[src/rtl/sym_fir_interpolator_if.sv]
// Streaming bus for sym_fir_interpolator: input sample handshake plus
// output sample handshake. The slave modport is the filter's view; the
// master modport is the view of whoever feeds and drains it.
interface sym_fir_interpolator_if #(
  parameter int IN_W  = 16,
  parameter int OUT_W = 24
);
  logic signed [IN_W-1:0]  data_in;
  logic                    valid_in;
  logic                    ready_out;
  logic signed [OUT_W-1:0] data_out;
  logic                    valid_out;
  logic                    ready_in;

  modport master (
    output data_in, valid_in, ready_in,
    input  ready_out, data_out, valid_out
  );

  modport slave (
    input  data_in, valid_in, ready_in,
    output ready_out, data_out, valid_out
  );
endinterface

[src/rtl/sym_fir_interpolator.sv]
// Polyphase interpolating FIR with a symmetric impulse response.
// Each accepted sample produces INTERP outputs, one per phase; the
// zero-stuffed samples are implied by the phase and never stored.
// Optional feature: define SYM_FIR_INTERP_FLUSH_EN to add a flush_in port
// that clears the filter exactly like rst and wins over an input handshake.
//
// state | meaning
// ------+-----------------------------------------------------------
// IDLE  | no output pending (valid_out=0), ready for a new sample
// RUN   | data_out holds phase r_phase of the most recent sample
module sym_fir_interpolator #(
  parameter int INPUT_WORD_SIZE = 16,
  parameter int COEFF_WORD_SIZE = 5,
  parameter int N_COEFFS        = 3,
  parameter logic [N_COEFFS*COEFF_WORD_SIZE-1:0] COEFFS = 15'h0C41,
  parameter int INTERP          = 2
) (
  input  logic                   clk,
  input  logic                   rst,
`ifdef SYM_FIR_INTERP_FLUSH_EN
  input  logic                   flush_in,
`endif
  sym_fir_interpolator_if.slave  bus
);

  localparam int OUTPUT_WORD_SIZE = INPUT_WORD_SIZE + COEFF_WORD_SIZE + $clog2(N_COEFFS) + 1;
  localparam int NTAPS = 2 * N_COEFFS - 1;
  localparam int DEPTH = (2 * N_COEFFS - 2) / INTERP + 1;
  localparam int PW    = $clog2(INTERP);

  typedef enum logic {S_IDLE, S_RUN} state_t;

  state_t r_state;
  state_t w_state_nxt;

  logic signed [INPUT_WORD_SIZE-1:0]  r_dline      [DEPTH];
  logic signed [INPUT_WORD_SIZE-1:0]  w_shift_line [DEPTH];
  logic signed [INPUT_WORD_SIZE-1:0]  w_sel_line   [DEPTH];
  logic signed [OUTPUT_WORD_SIZE-1:0] w_phase_sum  [INTERP];
  logic signed [OUTPUT_WORD_SIZE-1:0] w_next_sum;
  logic signed [OUTPUT_WORD_SIZE-1:0] r_data_out;
  logic [PW-1:0] r_phase;
  logic [PW-1:0] w_sel_phase;

  logic w_clear;
  logic w_valid_out;
  logic w_ready_out;
  logic w_last;
  logic w_in_hs;
  logic w_out_hs;

  // Symmetric tap lookup: h[j] mirrors around the centre coefficient.
  function automatic logic signed [OUTPUT_WORD_SIZE-1:0] tap_coef(input int j);
    int idx;
    logic [COEFF_WORD_SIZE-1:0] c;
    idx = (j < NTAPS - 1 - j) ? j : NTAPS - 1 - j;
    c   = COEFFS[idx*COEFF_WORD_SIZE +: COEFF_WORD_SIZE];
    return {{(OUTPUT_WORD_SIZE-COEFF_WORD_SIZE){c[COEFF_WORD_SIZE-1]}}, c};
  endfunction

  function automatic logic signed [OUTPUT_WORD_SIZE-1:0] sext_in(
    input logic [INPUT_WORD_SIZE-1:0] x);
    return {{(OUTPUT_WORD_SIZE-INPUT_WORD_SIZE){x[INPUT_WORD_SIZE-1]}}, x};
  endfunction

`ifdef SYM_FIR_INTERP_FLUSH_EN
  assign w_clear = rst | flush_in;
`else
  assign w_clear = rst;
`endif

  assign w_last   = (r_phase == PW'(INTERP - 1));
  assign w_in_hs  = bus.valid_in & w_ready_out;
  assign w_out_hs = w_valid_out & bus.ready_in;

  assign bus.data_out  = r_data_out;
  assign bus.valid_out = w_valid_out;
  assign bus.ready_out = w_ready_out;

  // State register.
  always_ff @(posedge clk) begin
    if (w_clear) r_state <= S_IDLE;
    else         r_state <= w_state_nxt;
  end

  // Next-state logic: a new sample always (re)starts RUN, so a last-phase
  // handshake coinciding with an input keeps streaming without a bubble.
  always_comb begin
    w_state_nxt = r_state;
    case (r_state)
      S_IDLE:  if (w_in_hs) w_state_nxt = S_RUN;
      S_RUN:   if (w_out_hs && w_last && !w_in_hs) w_state_nxt = S_IDLE;
      default: w_state_nxt = S_IDLE;
    endcase
  end

  // FSM outputs: input is only taken when the current burst is finishing.
  always_comb begin
    w_valid_out = (r_state == S_RUN);
    w_ready_out = !w_valid_out || (bus.ready_in && w_last);
  end

  // Candidate delay line (after a shift) and the line/phase feeding the MAC.
  always_comb begin
    w_shift_line[0] = bus.data_in;
    for (int i = 1; i < DEPTH; i++) w_shift_line[i] = r_dline[i-1];
    for (int i = 0; i < DEPTH; i++) w_sel_line[i] = w_in_hs ? w_shift_line[i] : r_dline[i];
    w_sel_phase = w_in_hs ? '0 : r_phase + PW'(1);
  end

  // Per-phase sums; tap j belongs to phase j mod INTERP and multiplies the
  // sample (j - p) / INTERP positions back in the stored history.
  always_comb begin
    for (int p = 0; p < INTERP; p++) begin
      w_phase_sum[p] = '0;
      for (int j = 0; j < NTAPS; j++) begin
        if (j % INTERP == p)
          w_phase_sum[p] = w_phase_sum[p] + sext_in(w_sel_line[(j - p) / INTERP]) * tap_coef(j);
      end
    end
  end

  // Phase mux, written as a compare loop so non-power-of-two INTERP is safe.
  always_comb begin
    w_next_sum = '0;
    for (int p = 0; p < INTERP; p++) begin
      if (PW'(p) == w_sel_phase) w_next_sum = w_phase_sum[p];
    end
  end

  // Datapath: shift on input, step phase on a non-final output handshake,
  // otherwise hold (covers both the stall and the end-of-burst cases).
  always_ff @(posedge clk) begin
    if (w_clear) begin
      for (int i = 0; i < DEPTH; i++) r_dline[i] <= '0;
      r_phase    <= '0;
      r_data_out <= '0;
    end else if (w_in_hs) begin
      for (int i = 0; i < DEPTH; i++) r_dline[i] <= w_shift_line[i];
      r_phase    <= '0;
      r_data_out <= w_next_sum;
    end else if (w_out_hs && !w_last) begin
      r_phase    <= r_phase + PW'(1);
      r_data_out <= w_next_sum;
    end
  end

endmodule

[src/flat_wrapper.sv]
// flat-port wrapper written by rule: the top's interface ports become plain ports
module sym_fir_interpolator_flat 
#(
  parameter int INPUT_WORD_SIZE = 16,
  parameter int COEFF_WORD_SIZE = 5,
  parameter int N_COEFFS        = 3,
  parameter logic [N_COEFFS*COEFF_WORD_SIZE-1:0] COEFFS = 15'h0C41,
  parameter int INTERP          = 2
)
  (clk, rst, bus_data_in, bus_valid_in, bus_ready_in, bus_ready_out, bus_data_out, bus_valid_out);
  sym_fir_interpolator_if #(.IN_W((16)), .OUT_W((24))) bus_i ();
  input  logic clk;
  input  logic rst;
  input wire logic [$bits(bus_i.data_in)-1:0] bus_data_in;
  input wire logic [$bits(bus_i.valid_in)-1:0] bus_valid_in;
  input wire logic [$bits(bus_i.ready_in)-1:0] bus_ready_in;
  output wire logic [$bits(bus_i.ready_out)-1:0] bus_ready_out;
  output wire logic [$bits(bus_i.data_out)-1:0] bus_data_out;
  output wire logic [$bits(bus_i.valid_out)-1:0] bus_valid_out;
  assign bus_i.data_in = bus_data_in;
  assign bus_i.valid_in = bus_valid_in;
  assign bus_i.ready_in = bus_ready_in;
  assign bus_ready_out = bus_i.ready_out;
  assign bus_data_out = bus_i.data_out;
  assign bus_valid_out = bus_i.valid_out;
  sym_fir_interpolator #(.INPUT_WORD_SIZE(INPUT_WORD_SIZE), .COEFF_WORD_SIZE(COEFF_WORD_SIZE), .N_COEFFS(N_COEFFS), .COEFFS(COEFFS), .INTERP(INTERP)) u_core (.clk(clk), .rst(rst), .bus(bus_i));
endmodule
[config.mk]
export PLATFORM = sky130hd
export DESIGN_NAME = sym_fir_interpolator_flat
export DESIGN_NICKNAME = d
export VERILOG_FILES = /design/src/rtl/sym_fir_interpolator_if.sv /design/src/rtl/sym_fir_interpolator.sv /design/src/flat_wrapper.sv
export SDC_FILE = /design/constraint.sdc
export NUM_CORES = 1
export LEC_CHECK = 0
export ABC_AREA = 1
export CAP_MARGIN = 10
export CORE_MARGIN = 1
export CORE_UTILIZATION = 25
export CTS_CLUSTER_SIZE = 28
export DETAILED_ROUTE_END_ITERATION = 10
export SKIP_CTS_REPAIR_TIMING = 1
export SLEW_MARGIN = 25
export SYNTH_ARGS = -nofsm -noshare
export SYNTH_HDL_FRONTEND = slang
export SYNTH_SLANG_ARGS = --single-unit
[constraint.sdc]
create_clock -name clk -period 8.1 [get_ports clk]
set_input_delay 1.62 -clock clk [delete_from_list [all_inputs] [get_ports clk]]
set_output_delay 1.62 -clock clk [all_outputs]
set_load 0.01 [all_outputs]
---- Word level (Yosys, flattened, before mapping) ----
Memory sizes are Yosys's and may differ from the RTL's.
Cells that the tools add are included.
storage, ports and cells
  output and inout bits ................... 26
  logic and storage cells ................. 42
  memories kept ........................... 1
  register bits ........................... 26
  bits of input ports ..................... 20
  bits in writable memories ............... 48
operators by class
  multiply operators ...................... 1
  bitwise operators ....................... 6
  reductions and logical operators ........ 10
  $add $sub $neg .......................... 4
  muxes and demuxes ....................... 17
memories
  name            words  bits a word  read ports  clocked after memory_dff  write ports  line                        text
  u_core.r_dline  3      16           3           0                         3            sym_fir_interpolator.sv:36  logic signed [INPUT_WORD_SIZE-1:0] r_dline [DEPTH];
operator list
  cell                   number
  $mux 16                6
  $mux 24                3
  $add 24x16->24         1
  $add 16x19->20         1
  $mul 16x3->19 const B  1
  $add 17x17->18         1
  $mux 1                 7
  $logic_and 1x1->1      4
  $logic_not 1->1        3
  $or 1x1->1             3
  $and 1x1->1            2
  $pmux 1 s2             1
  $reduce_bool 2->1      1
  $reduce_or 2->1        1
  $add 1x1->1 const B    1
  $logic_or 1x1->1       1
  $not 1->1              1

---- Depth between registers and ports, before layout ----
  depth after elaboration ................. 10
  mapped depth ............................ 35
  gate-level depth less buffers ........... 34

---- Worst setup path after synthesis ----
Ideal clock, no wire load.
  kind .................................... input to register
  start ................................... in bus_ready_in
  end ..................................... reg u_core.r_data_out[17] (netlist: u_core.bus.data_out[17])
  required time ........................... 7.991 ns
  buffers on the path ..................... 4
  stages on the path ...................... 31
  setup slack ............................. 2.031 ns
  data arrival time ....................... 5.961 ns
  library setup time ...................... 0.109 ns
  cell sequence ........................... nand2_2 -> nand2_4 -> nand2_2 -> buf_6 -> buf_6 -> clkbuf_1 -> clkbuf_1 -> nand2_1 -> o21ai_0 -> ha_1 -> inv_1 -> fa_1 -> inv_1 -> ha_1 -> nand2_1 -> o21ai_0 -> o21bai_1 -> nand3_1 -> nand2_1 -> xor2_1 -> inv_1 -> ha_1 -> nand2_1 -> nor4_1 -> nand4_1 -> nand3_1 -> nand2_1 -> nand3_1 -> nand3_1 -> nand2_1 -> inv_1
between the ends
  word-level cells in the longest chain between the ends .. 10
  elaborated cells on any way between the ends .. 17
  those cells by class .................... add/sub: 3; mul: 1; mux: 7; bitwise: 2; reduce/logical: 4
RTL lines
  element                 line                         text
  start: declaration      flat_wrapper.sv:16           input wire logic [$bits(bus_i.ready_in)-1:0] bus_ready_in;
  $logic_and 1x1->1       sym_fir_interpolator.sv:100  w_ready_out = !w_valid_out || (bus.ready_in && w_last);
  $logic_or 1x1->1        sym_fir_interpolator.sv:100
  $and 1x1->1             sym_fir_interpolator.sv:73   assign w_in_hs = bus.valid_in & w_ready_out;
  $mux 16                 sym_fir_interpolator.sv:107  for (int i = 0; i < DEPTH; i++) w_sel_line[i] = w_in_hs ? w_shift_line[i] : r_dline[i];
  $mul 16x3->19           sym_fir_interpolator.sv:118  w_phase_sum[p] = w_phase_sum[p] + sext_in(w_sel_line[(j - p) / INTERP]) * tap_coef(j);
  $add 16x19->20          sym_fir_interpolator.sv:118
  $add 24x16->24          sym_fir_interpolator.sv:118
  $mux 24                 sym_fir_interpolator.sv:127  if (PW'(p) == w_sel_phase) w_next_sum = w_phase_sum[p];
  $mux 24                 sym_fir_interpolator.sv:142  end else if (w_out_hs && !w_last) begin
  $mux 24                 sym_fir_interpolator.sv:138  end else if (w_in_hs) begin
  end signal: assignment  sym_fir_interpolator.sv:141  r_data_out <= w_next_sum;
  end signal: assignment  sym_fir_interpolator.sv:144  r_data_out <= w_next_sum;
  end: declaration        sym_fir_interpolator.sv:41   logic signed [OUTPUT_WORD_SIZE-1:0] r_data_out;
Several ways; a longest one is shown, not always the timed one. The select of a mux whose other input is x is not followed.
A chain may end at the register's enable or synchronous reset.

---- Worst setup path after layout ----
  start ................................... in bus_ready_in
  end ..................................... reg u_core.r_data_out[14] (netlist: u_core.bus.data_out[14])
Same word-level chain as after synthesis.

==> run summary <==
Status -> completed
Static Leak -> 4.17 nW
#FFs+latches synth -> 74
Max Slew Vio Count -> 0
Core area -> 0.0279 mm²
Initial cell density of the core -> 25.5%
ANT nets after route -> 0
Synth warnings -> 0
Die Y -> 171 µm
Share of layout cells above drive strength 1 -> 5.32%
Area of the multi-input gates -> 0.00430 mm²
Die width -> 171 µm
DR DRC count -> 0
Drt total wl -> 19.4 mm
CTS Sinks -> 74
H-tree depth -> 3
Final RePlAce weighted congestion -> 0.868
Gr ovfl total -> 0
Post-synth EDFFs -> 48
Mapped cell area -> 0.00712 mm²
Slew @ Worst Pin -> 1.00 ns
Die footprint -> 0.0291 mm²
CP Max Fanout -> 24
Synth Flop Type -> edfxtp_1
Initial drt markers -> 441
Post-Syn Nets -> 1148
Slowest CP cell -> fa_1
Placed Area -> 0.00797 mm²
CP Data Arrival Time -> 7.14 ns
Worst setup SP type -> input pin
PwrDens -> 252 mW/mm²
Clock edge transition at the registers on the reported setup and hold paths -> 0.05 ns
Worst path required time -> 8.38 ns
Hold Path Class -> flop to flop
Number of I/O pins -> 46
# rows -> 61
Vias per cell -> 4.49
Reg2reg path depth -> 28
Placed cell count -> 1452
Syn_area_per_cell -> 6.78 µm²
Setup CP Type -> input pin to flop
Area growth syn-to-layout -> 15.9%
Worst setup path start -> bus_ready_in
RR Startpoint -> u_core.r_phase
Routed length per instance -> 13.2 µm
Via count -> 6591
Hold_sp -> u_core.bus.data_out[16]
Initial antenna violation count -> 0
First-pass GRT wire length -> 32.1 mm
Setup TNS -> 0 ns
Max VDD drop -> 131 µV
Fillers -> 3039
Final net count -> 1183
Slew headroom -> 32.3%
Fin Hold WS -> 0.464 ns
Final Skew -> 0.00666 ns
Synth async-reset ratio -> 0%
Dpl hpwl -> 15.7 mm
Register area -> 0.00196 mm²
RSZ-0062 raised after global routing -> no
Synth Instances -> 1050
Largest net degree at the start of global routing -> 64
Hold Fails Final Rpt -> 0
Clk_lat worst skew -> 0.35 ns
Register area share after synthesis -> 27.6%
Commonest non-fill, non-tap cells in the layout -> nand2_1 (262), inv_1 (178), nor2_1 (84)
Commonest non-fill, non-tap cell in the layout -> nand2_1
Tcrit/Tclk final -> 84.8%
Cell chosen for the clock root -> clkbuf_16
Final Cell Area -> 0.00825 mm²
Cell repeated most along the worst path -> nand2_1
ANT cells -> 0
WHS Path Cells -> 2
Vias in the first global route -> 6270
Max-cap viol count -> 0
Crit path time final -> 6.87 ns
1st-pass router iterations -> 6
Setup Viol. Count Final -> 0
Slowest stage delay, CP -> 0.53 ns
IO Port Bufs -> 45
TritonCTS Buffers -> 9
Final Non-Filler Cells -> 1468
CTS tree -> built
GRT Total Usage -> 14.1%
Yosys cell types -> 40
Fmax -> 146 MHz
Design Power -> 0.00208 W
Critical path capture point type -> flop
Clock buffer depth -> 2
path summary, 6_finish.rpt:
check	to	slack, ns
setup / recovery	u_core.bus.data_out[14]	1.23
hold / removal	u_core.bus.data_out[16]	0.46
setup reg to reg	u_core.bus.data_out[14]	2.62
hold reg to reg	u_core.bus.data_out[16]	0.46
state kept, by name, indices dropped and copies added, names as in the netlist:
signal                cells
u_core.bus.data_out      24
u_core.bus.valid_out      1
u_core.r_dline           48
u_core.r_phase            1
report_power, final:
| part | switching, W | internal, W | total, W | leakage [nW] |
|---|---|---|---|---|
| clock network | 0.000158 | 0.000226 | 0.000384 | 0.130 |
| registers | 0.0000187 | 0.000444 | 0.000463 | 0.735 |
| logic | 0.000785 | 0.000445 | 0.00123 | 3.30 |
kinds of logic (layout without fill, tap and decap cells):
group           after synthesis  in the layout  synth area share [%]
xor+xnor                     26             26                  3.20
buf+inv                     217            257                  12.0
flops                        74             74                  27.6
simple gates                464            464                  27.5
fa+ha+maj                    78             78                  15.4
compound gates              191            191                  14.4
cells in the mapped netlist (16+ instances only):
library cell  instances  area share (%)
fa_1                 16             4.5
inv_1               178             9.4
nor2_1               84             4.4
dfxtp_1              26             7.3
xor2_1               20             2.5
o21ai_0              83             5.8
a21oi_1              75             5.3
nand3_1              69             4.9
ha_1                 62              11
edfxtp_1             48              20
nand2_1             263              14
clkbuf_1             19             1.0
layer usage:
layer,part of all wire [%],global-route usage (%)
met1,52,19.5
met2,44,22.5
met3,3.4,2.52
met4,1.3,3.53
met5,0,0
critical path, delay by kind of cell:
kind            cells  cell delay [ns]
fa+ha+maj           4             1.72
compound gates      8             1.68
simple gates       13             1.34
buf+inv             3             0.62
xor+xnor            1             0.17
cell type report:
cell class / instances / share of cell area (%)
flip-flops and latches: 74 / 23.8
clock buffers: 14 / 3.22
inverters: 187 / 8.51
clock inverters: 2 / 0.137
well taps: 378 / 5.74
multi-input cells: 759 / 52.2
repair buffers: 54 / 6.43
through the flow:
stage / setup WS [ns] / utilization [%]
after floorplan: 2.03 / -
after global placement: 0.981 / 28.6
after detailed placement: 0.948 / 28.6
after CTS: 1.27 / 29.6
after global routing: 0.621 / 29.6
final: 1.23 / 29.6
No activity file was read; power rests on OpenSTA's default activity.
